File: config.mk
export PLATFORM = sky130hd
export DESIGN_NAME = conv_output_drain
export DESIGN_NICKNAME = d
export VERILOG_FILES = /design/src/rtl/conv_output_drain.sv
export SDC_FILE = /design/constraint.sdc
export NUM_CORES = 2
export LEC_CHECK = 0
export BUFFER_PORTS_ARGS = -buffer_cell sky130_fd_sc_hd__buf_4
export CAP_MARGIN = 40
export CORE_MARGIN = 2
export CORE_UTILIZATION = 55
export DETAILED_ROUTE_END_ITERATION = 10
export GPL_ROUTABILITY_DRIVEN = 0
export GPL_TIMING_DRIVEN = 1
export PLACE_DENSITY = 0.87
export SLEW_MARGIN = 10
export SYNTH_ARGS = -nofsm -noshare
export SYNTH_HDL_FRONTEND = slang
export SYNTH_SLANG_ARGS = --single-unit
File: constraint.sdc
create_clock -name clk -period 3 [get_ports clk]
set_clock_uncertainty 0.1 [all_clocks]
set_input_delay 0.45 -clock clk [delete_from_list [all_inputs] [get_ports clk]]
set_output_delay 0.45 -clock clk [all_outputs]
set_load 0.01 [all_outputs]
File: src/rtl/conv_output_drain.sv
// rtl/conv_output_drain.sv - output drain stage: captures result words, buffers them, streams to host
//
// Captures every final output word (with x/y/ch coordinates) flagged by
// in_valid while a layer is running, buffers it in a circular FIFO and hands
// it to the host over a valid/ready handshake. Counts accepted and drained
// results, flags dropped words, and pulses done once the whole feature map
// has been drained.
//
// Ports:
//   clk, arst_n_in            clock, asynchronous active-low reset
//   start                     one-cycle pulse arming the block for a new layer
//   in_valid, in_data,
//   in_x, in_y, in_ch         result word and its coordinates (no back-pressure)
//   out_valid, out_ready,
//   out_data, out_x, out_y,
//   out_ch                    FIFO head toward the host
//   fifo_level                occupied FIFO entries
//   overflow                  sticky: at least one word was dropped
//   done                      one-cycle pulse after the last result is popped
module conv_output_drain #(
   parameter int DATA_WIDTH         = 32,
   parameter int FIFO_DEPTH         = 8,
   parameter int FEATURE_MAP_WIDTH  = 1024,
   parameter int FEATURE_MAP_HEIGHT = 1024,
   parameter int OUTPUT_NB_CHANNELS = 64
) (
   input  logic                          clk,
   input  logic                          arst_n_in,
   input  logic                          start,
   input  logic                          in_valid,
   input  logic [DATA_WIDTH-1:0]         in_data,
   input  logic [31:0]                   in_x,
   input  logic [31:0]                   in_y,
   input  logic [31:0]                   in_ch,
   output logic                          out_valid,
   input  logic                          out_ready,
   output logic [DATA_WIDTH-1:0]         out_data,
   output logic [31:0]                   out_x,
   output logic [31:0]                   out_y,
   output logic [31:0]                   out_ch,
   output logic [$clog2(FIFO_DEPTH):0]   fifo_level,
   output logic                          overflow,
   output logic                          done
);

   localparam int AW = $clog2(FIFO_DEPTH);
   localparam logic [31:0] TOTAL =
      32'(FEATURE_MAP_WIDTH * FEATURE_MAP_HEIGHT * OUTPUT_NB_CHANNELS);
   localparam logic [AW:0] DEPTH_L = (AW+1)'(FIFO_DEPTH);

   typedef enum logic [1:0] {
      S_IDLE = 2'd0,
      S_RUN  = 2'd1,
      S_DONE = 2'd2
   } state_t;

   typedef struct packed {
      logic [DATA_WIDTH-1:0] data;
      logic [31:0]           x;
      logic [31:0]           y;
      logic [31:0]           ch;
   } entry_t;

   entry_t        mem [FIFO_DEPTH];
   logic [AW-1:0] wr_ptr;
   logic [AW-1:0] rd_ptr;
   logic [AW:0]   level;
   state_t        state;
   logic [31:0]   acc_cnt;
   logic [31:0]   pop_cnt;

   logic full;
   logic push;
   logic pop;
   logic drop;

   assign out_valid  = (level != '0);
   assign full       = (level == DEPTH_L);
   assign pop        = out_valid && out_ready;
   // A full FIFO still accepts a word when the head leaves in the same cycle.
   // Words beyond the expected result count are never stored.
   assign push       = (state == S_RUN) && in_valid && (acc_cnt != TOTAL) && (!full || pop);
   assign drop       = (state == S_RUN) && in_valid && !push;

   assign out_data   = mem[rd_ptr].data;
   assign out_x      = mem[rd_ptr].x;
   assign out_y      = mem[rd_ptr].y;
   assign out_ch     = mem[rd_ptr].ch;
   assign fifo_level = level;

   always_ff @(posedge clk or negedge arst_n_in) begin
      if (!arst_n_in) begin
         // Storage is cleared too so that out_* read zero straight out of reset.
         for (int i = 0; i < FIFO_DEPTH; i++) begin
            mem[i] <= '0;
         end
         wr_ptr   <= '0;
         rd_ptr   <= '0;
         level    <= '0;
         state    <= S_IDLE;
         acc_cnt  <= '0;
         pop_cnt  <= '0;
         overflow <= 1'b0;
         done     <= 1'b0;
      end else begin
         if (push) begin
            mem[wr_ptr] <= '{data: in_data, x: in_x, y: in_y, ch: in_ch};
            wr_ptr      <= wr_ptr + AW'(1);
         end
         if (pop) begin
            rd_ptr <= rd_ptr + AW'(1);
         end
         case ({push, pop})
            2'b10:   level <= level + (AW+1)'(1);
            2'b01:   level <= level - (AW+1)'(1);
            default: level <= level;
         endcase

         done <= 1'b0;
         case (state)
            S_IDLE: begin
               if (start) begin
                  state    <= S_RUN;
                  acc_cnt  <= '0;
                  pop_cnt  <= '0;
                  overflow <= 1'b0;
               end
            end
            S_RUN: begin
               if (push) begin
                  acc_cnt <= acc_cnt + 32'd1;
               end
               if (pop && (pop_cnt != TOTAL)) begin
                  pop_cnt <= pop_cnt + 32'd1;
               end
               if (drop) begin
                  overflow <= 1'b1;
               end
               // Leave on the edge of the final pop so DONE is the very next cycle.
               if (pop && (pop_cnt == TOTAL - 32'd1)) begin
                  state <= S_DONE;
                  done  <= 1'b1;
               end
            end
            S_DONE: begin
               state <= S_IDLE;
            end
            default: begin
               state <= S_IDLE;
            end
         endcase
      end
   end

endmodule

; ---- After elaboration in Yosys (flattened, before gate mapping)
; Cells that the tools add are included.
[totals]
reg_bits = 1102
wordCells = 102
[op_classes]
add_sub_neg = 6
magnitude_cmp = 3
n_eq_ne = 12
n_mux = 20
n_bitwise = 2
n_reduce_logical = 19
[op_table]
columns = operator, n
row1 = $bwmux 1024, 1
row2 = $bmux 128 s3, 1
row3 = $demux 128 s3, 1
row4 = $mux 128, 3
row5 = $pmux 32 s2, 2
row6 = $mux 32, 3
row7 = $add 32x1->32 const B, 2
row8 = $ne 32x27->1 const B, 2
row9 = $eq 32x26->1 const B, 1
row10 = $reduce_and 3->1, 3
row11 = $ge 4x4->1 const B, 2
row12 = $logic_and 1x1->1, 8
row13 = $not 3->4, 2
row14 = $pmux 4 s2, 1
row15 = $add 3x1->3 const B, 2
row16 = $ne 2x2->1 const B, 3
row17 = $add 4x1->4 const B, 1
row18 = $eq 2x1->1 const B, 2
row19 = $eq 4x4->1 const B, 1
row20 = $lt 4x1->1 const B, 1
row21 = $mux 1, 4
row22 = $mux 2, 2
row23 = $ne 2x1->1 const B, 2
row24 = $pmux 2 s2, 1
row25 = 9 further kinds, 11

; ---- Longest topological paths before layout
[logic_depth]
ltp_word = 8
depth_mapped = 14
ltp_nobuf = 13

; ---- Worst setup path after synthesis
; No wires, ideal clock.
[synth_path]
path_kind = flip-flop to flip-flop
from = reg level[0], in the netlist fifo_level[0]
to = reg level[3], in the netlist fifo_level[3]
setup_ns = 0.122
t_arrival_ns = 2.777
t_required_ns = 2.778
slack_ns = 0.000
path_stages_with_launch = 13
path_buffers = 1
period_less_slack_ns = 3.000
cell_sequence = dfrtp_1 or3_1 o311a_2 o21a_4 inv_2 clkbuf_1 ha_1 ha_1 a21o_1 a21oi_1 xnor2_1 nor2_1 xnor2_1
[synth_via]
elab_chain_len = 6
word_cells_on_any_way = 12
cone_classes = 2 x add/sub / 3 x eq/ne / 1 x mux / 6 x reduce/logical
[synth_rtl]
columns = item, line_no
row1 = "start, declared", 67  ; logic [AW:0] level;
row2 = "start signal, assigned", 114  ; 2'b10: level <= level + (AW+1)'(1);
row3 = "start signal, assigned", 115  ; 2'b01: level <= level - (AW+1)'(1);
row4 = "start signal, assigned", 116  ; default: level <= level;
row5 = $eq 4x4->1 or $reduce_bool 4->1 (tied branches), "78, 77"
row6 = $logic_not 1->1 or $logic_and 1x1->1 (tied branches), "82, 79"
row7 = $logic_or 1x1->1, 82  ; assign push = (state == S_RUN) && in_valid && (acc_cnt != TOTAL) && (!full || pop);
row8 = $logic_and 1x1->1, 82
row9 = $eq 2x1->1 or $eq 2x2->1 (tied branches), 113  ; case ({push, pop})
row10 = $pmux 4 s2 or $reduce_bool 2->1 (tied branches), --
; Parallel ways exist; a longest one is shown, timed or not.
; A chain may end at the register's enable or synchronous reset.

; ---- Worst setup path after layout
[layout_path]
from = reg rd_ptr[0]
to = out out_ch[31]
[layout_via]
elab_chain_len = 4
[layout_rtl]
columns = item, line_no
row1 = "start, declared", 66  ; logic [AW-1:0] rd_ptr;
row2 = "start signal, assigned", 111  ; rd_ptr <= rd_ptr + AW'(1);
row3 = $not 3->4 (not written as such), 88  ; assign out_ch = mem[rd_ptr].ch;
row4 = $bmux 128 s3, 88
row5 = $mux 128 (not written as such) (2 in series), 88
row6 = "end, declared", 40  ; output logic [31:0] out_ch,
; No other way between the ends. The select of a mux whose other input is x is not followed.

==> impl_results.md <==
- Status: finished, violations left
- Failing checks: setup timing
- Drt pass-1 iters: 6
- Most common flop cell mapped by yosys: dfrtp_1
- Post-synthesis sequential area ratio: 0.550
- Final Cell Area: 60700 sq um
- Psw: 0.0225 W
- CTS Buf Count: 112
- Clock root buffer: clkbuf_16
- GRT Total Usage: 0.264
- Worst-path clk slew: 0.06 ns
- Top-Level Pins: 268
- PortBufs: 267
- R2R Path End: fifo_level[3]
- Setup CP Type: reg2out
- Async SR Flop Fraction: 1.00
- RR Startpoint: fifo_level[2]
- Reg power frac: 0.359
- Tot Pwr: 0.0727 W
- Register-to-Register Path Depth: 11
- Slew HR: 0.529
- Peak Freq: 308 MHz
- Routed WL: 121000 um
- Vias: 29400
- Mapped Avg Cell Area: 16.3 sq um
- Area growth syn-to-layout: 21.1%
- WL/cell: 25.1 um
- Final HPWL from detailed placement: 69100 um
- Final slew viol count: 0
- Worst vdd ir: 1.19 mV
- Avg Vias per Cell: 6.08
- Int Pwr: 0.0502 W
- Post-placement cell area: 54600 sq um
- Final Cycle Share: 1.08
- Origin of the worst setup path: rd_ptr[0]
- CTS Buffer Depth: 3
- Crit Path Max Fanout: 6
- R2R Setup Slk: 0.06 ns
- CP endpoint kind: primary output
- Final nets: 3709
- Cell taking the most area after synthesis: dfrtp_1
- Post-route setup slack: -0.251 ns
- Cell count after synthesis: 3076
- Critical Path Start Type: flip-flop
- Worst path required time: 2.45 ns
- Number of global-route vias before repair: 32700
- DR iter-0 viols: 2072
- Number of synthesized flops with an enable pin: 0
- Most frequent cells in the layout: dfrtp_1 (1099), mux2_2 (982), buf_4 (291)
- Global-route wire length before repair: 192000 um
- Sw Share: 0.309
- Hold Slack: 0.152 ns
- Worst Tran Pin Value: 0.705 ns
- # clock sinks: 1102
- Post-route ant nets: 0
- H-tree depth: 3
- Placement Setup Slack: -0.0158 ns
- Die W: 306 um
- Leakage power: 26.8 nW
- RSZ-0062 raised after global routing: yes
- Arrival @ worst endpoint: 2.70 ns
- Final Hold Fails: 0
- Mapped Area: 50100 sq um
- Yosys reg bits: 1102
- Dominant cells by area after synthesis: dfrtp_1 (55%), mux2_2 (23%), mux4_2 (12%)
- GR Overflow Total: 0
- Most common cell after layout, fill and taps aside: dfrtp_1
- Mapped Nets: 3219
- Fill count: 5483
- Post-synth cell types: 49
- TNS Setup: -20.39 ns
- Pin count of the biggest net entering global routing: 113
- Clock Power Share: 0.196
- Max-Cap Viols: 0
- DRC: 0
- Overall die area: 93600 sq um
- # setup viols final: 128
- Row cnt: 110
- Fin crit period: 3.25 ns
- CTS tree: built
- Power per cell area: 1200 nW/um^2
- Setup crit end: out_ch[31]
- Hold Path Class: in2reg
- Yosys top cell area share: 0.550
- Initial antenna violation count: 6
- Die height: 306 um
- Comb power frac: 0.445
- Share of cells above drive strength 1: 0.556
- Core area: 90100 sq um
- Initial Utilization: 0.556
- Clk_lat worst skew: 0.70 ns
- Synth warn: 0
per-layer routing:
metal / part of all wire / wire length [um] / global-route usage
met1: 0.42 / 50800 / 0.351
met2: 0.51 / 61400 / 0.443
met3: 0.042 / 5080 / 0.0443
met4: 0.033 / 4050 / 0.0907
met5: 0.00034 / 41 / 0
cell usage after synthesis (2+ instances only):
cell / number
a21o_1: 3
a21oi_1: 15
a31o_2: 3
and2_1: 4
and3_1: 6
and4_1: 6
buf_1: 28
buf_2: 46
buf_4: 33
buf_6: 36
clkbuf_1: 60
dfrtp_1: 1102
ha_1: 9
inv_1: 16
inv_2: 2
mux2_1: 20
mux2_2: 1032
mux2_4: 100
mux2i_1: 5
mux4_2: 256
nand2_1: 42
nand2b_1: 3
nand3_1: 28
nand4_1: 29
nand4b_1: 3
nor2_1: 53
nor3_1: 13
nor4_1: 16
nor4b_1: 5
o211ai_1: 5
o21ai_0: 11
o31ai_1: 10
or3_1: 12
or4_1: 8
xnor2_1: 21
xor2_1: 22
worst max-delay path: stages (launching register included):
cell	delay, ns
dfrtp_4	0.50
buf_12	0.16
buf_12	0.15
buf_12	0.14
buf_16	0.14
mux4_2	0.47
mux2_4	0.30
buf_6	0.13
what timing repair did:
item / CTS / global route
cloned: 10 / 3
endpoints found under the hold margin: 1063 / 0
gates resized for setup: 122 / 25
buffers inserted: 16 / 1
endpoints found under the setup margin: 132 / 149
pin swaps: 1 / 0
hold buffers: 130 / 0
through the flow:
step / std cells / util
2_1_floorplan: 3076 / -
3_3_place_gp: 4470 / 0.605
3_5_place_dp: 4471 / 0.605
4_1_cts: 4833 / 0.672
5_1_grt: 4837 / 0.674
6_report: 4838 / 0.674
sequential cells by signal, summed over array words and instances (netlist names):
signal      cells
mem          1024
acc_cnt        32
pop_cnt        32
fifo_level      4
rd_ptr          3
wr_ptr          3
state           2
done            1
overflow        1
power by group through the flow:
stage	clock [W]	sequential (W)	combinational, W
floorplan	0	0.0244	0.0205
global placement	0	0.0254	0.0284
detailed placement	0	0.0260	0.0292
CTS	0.0144	0.0258	0.0320
global route	0.0151	0.0268	0.0341
finish	0.0143	0.0261	0.0324
cell type report:
| type | count | area [sq um] | share of cell area |
|---|---|---|---|
| Sequential cell | 1102 | 27600 | 0.454 |
| Multi-Input combinational cell | 1753 | 21500 | 0.354 |
| Timing Repair Buffer | 579 | 6310 | 0.104 |
| Clock buffer | 172 | 3360 | 0.0553 |
| Tap cell | 1176 | 1470 | 0.0242 |
| Clock inverter | 34 | 422 | 0.00694 |
| Inverter | 18 | 70.1 | 0.00115 |
| Antenna cell | 4 | 10.0 | 0.000165 |
kinds of logic after synthesis:
| family | synth area share |
|---|---|
| AOI/OAI and AO/OA | 0.00671 |
| muxes | 0.382 |
| DFF | 0.550 |
| and+or+nand+nor | 0.0253 |
| xor gates and xnor gates | 0.00751 |
| adders and majority gates | 0.00265 |
| buffers and inverters | 0.0256 |
how the worst min path moves through the flow:
stage / from / to / slack (ns) / cells past startpoint
after detailed placement: arst_n_in / mem[527] / 0.33 / 1
final: out_ready / rd_ptr[1] / 0.15 / 5
after floorplan: arst_n_in / acc_cnt[0] / 0.05 / 0
after global placement: arst_n_in / mem[527] / 0.32 / 1
after CTS: out_ready / rd_ptr[1] / 0.07 / 5
after global routing: out_ready / rd_ptr[1] / 0.14 / 5
Note: power is estimated with default switching activity, not from simulation.
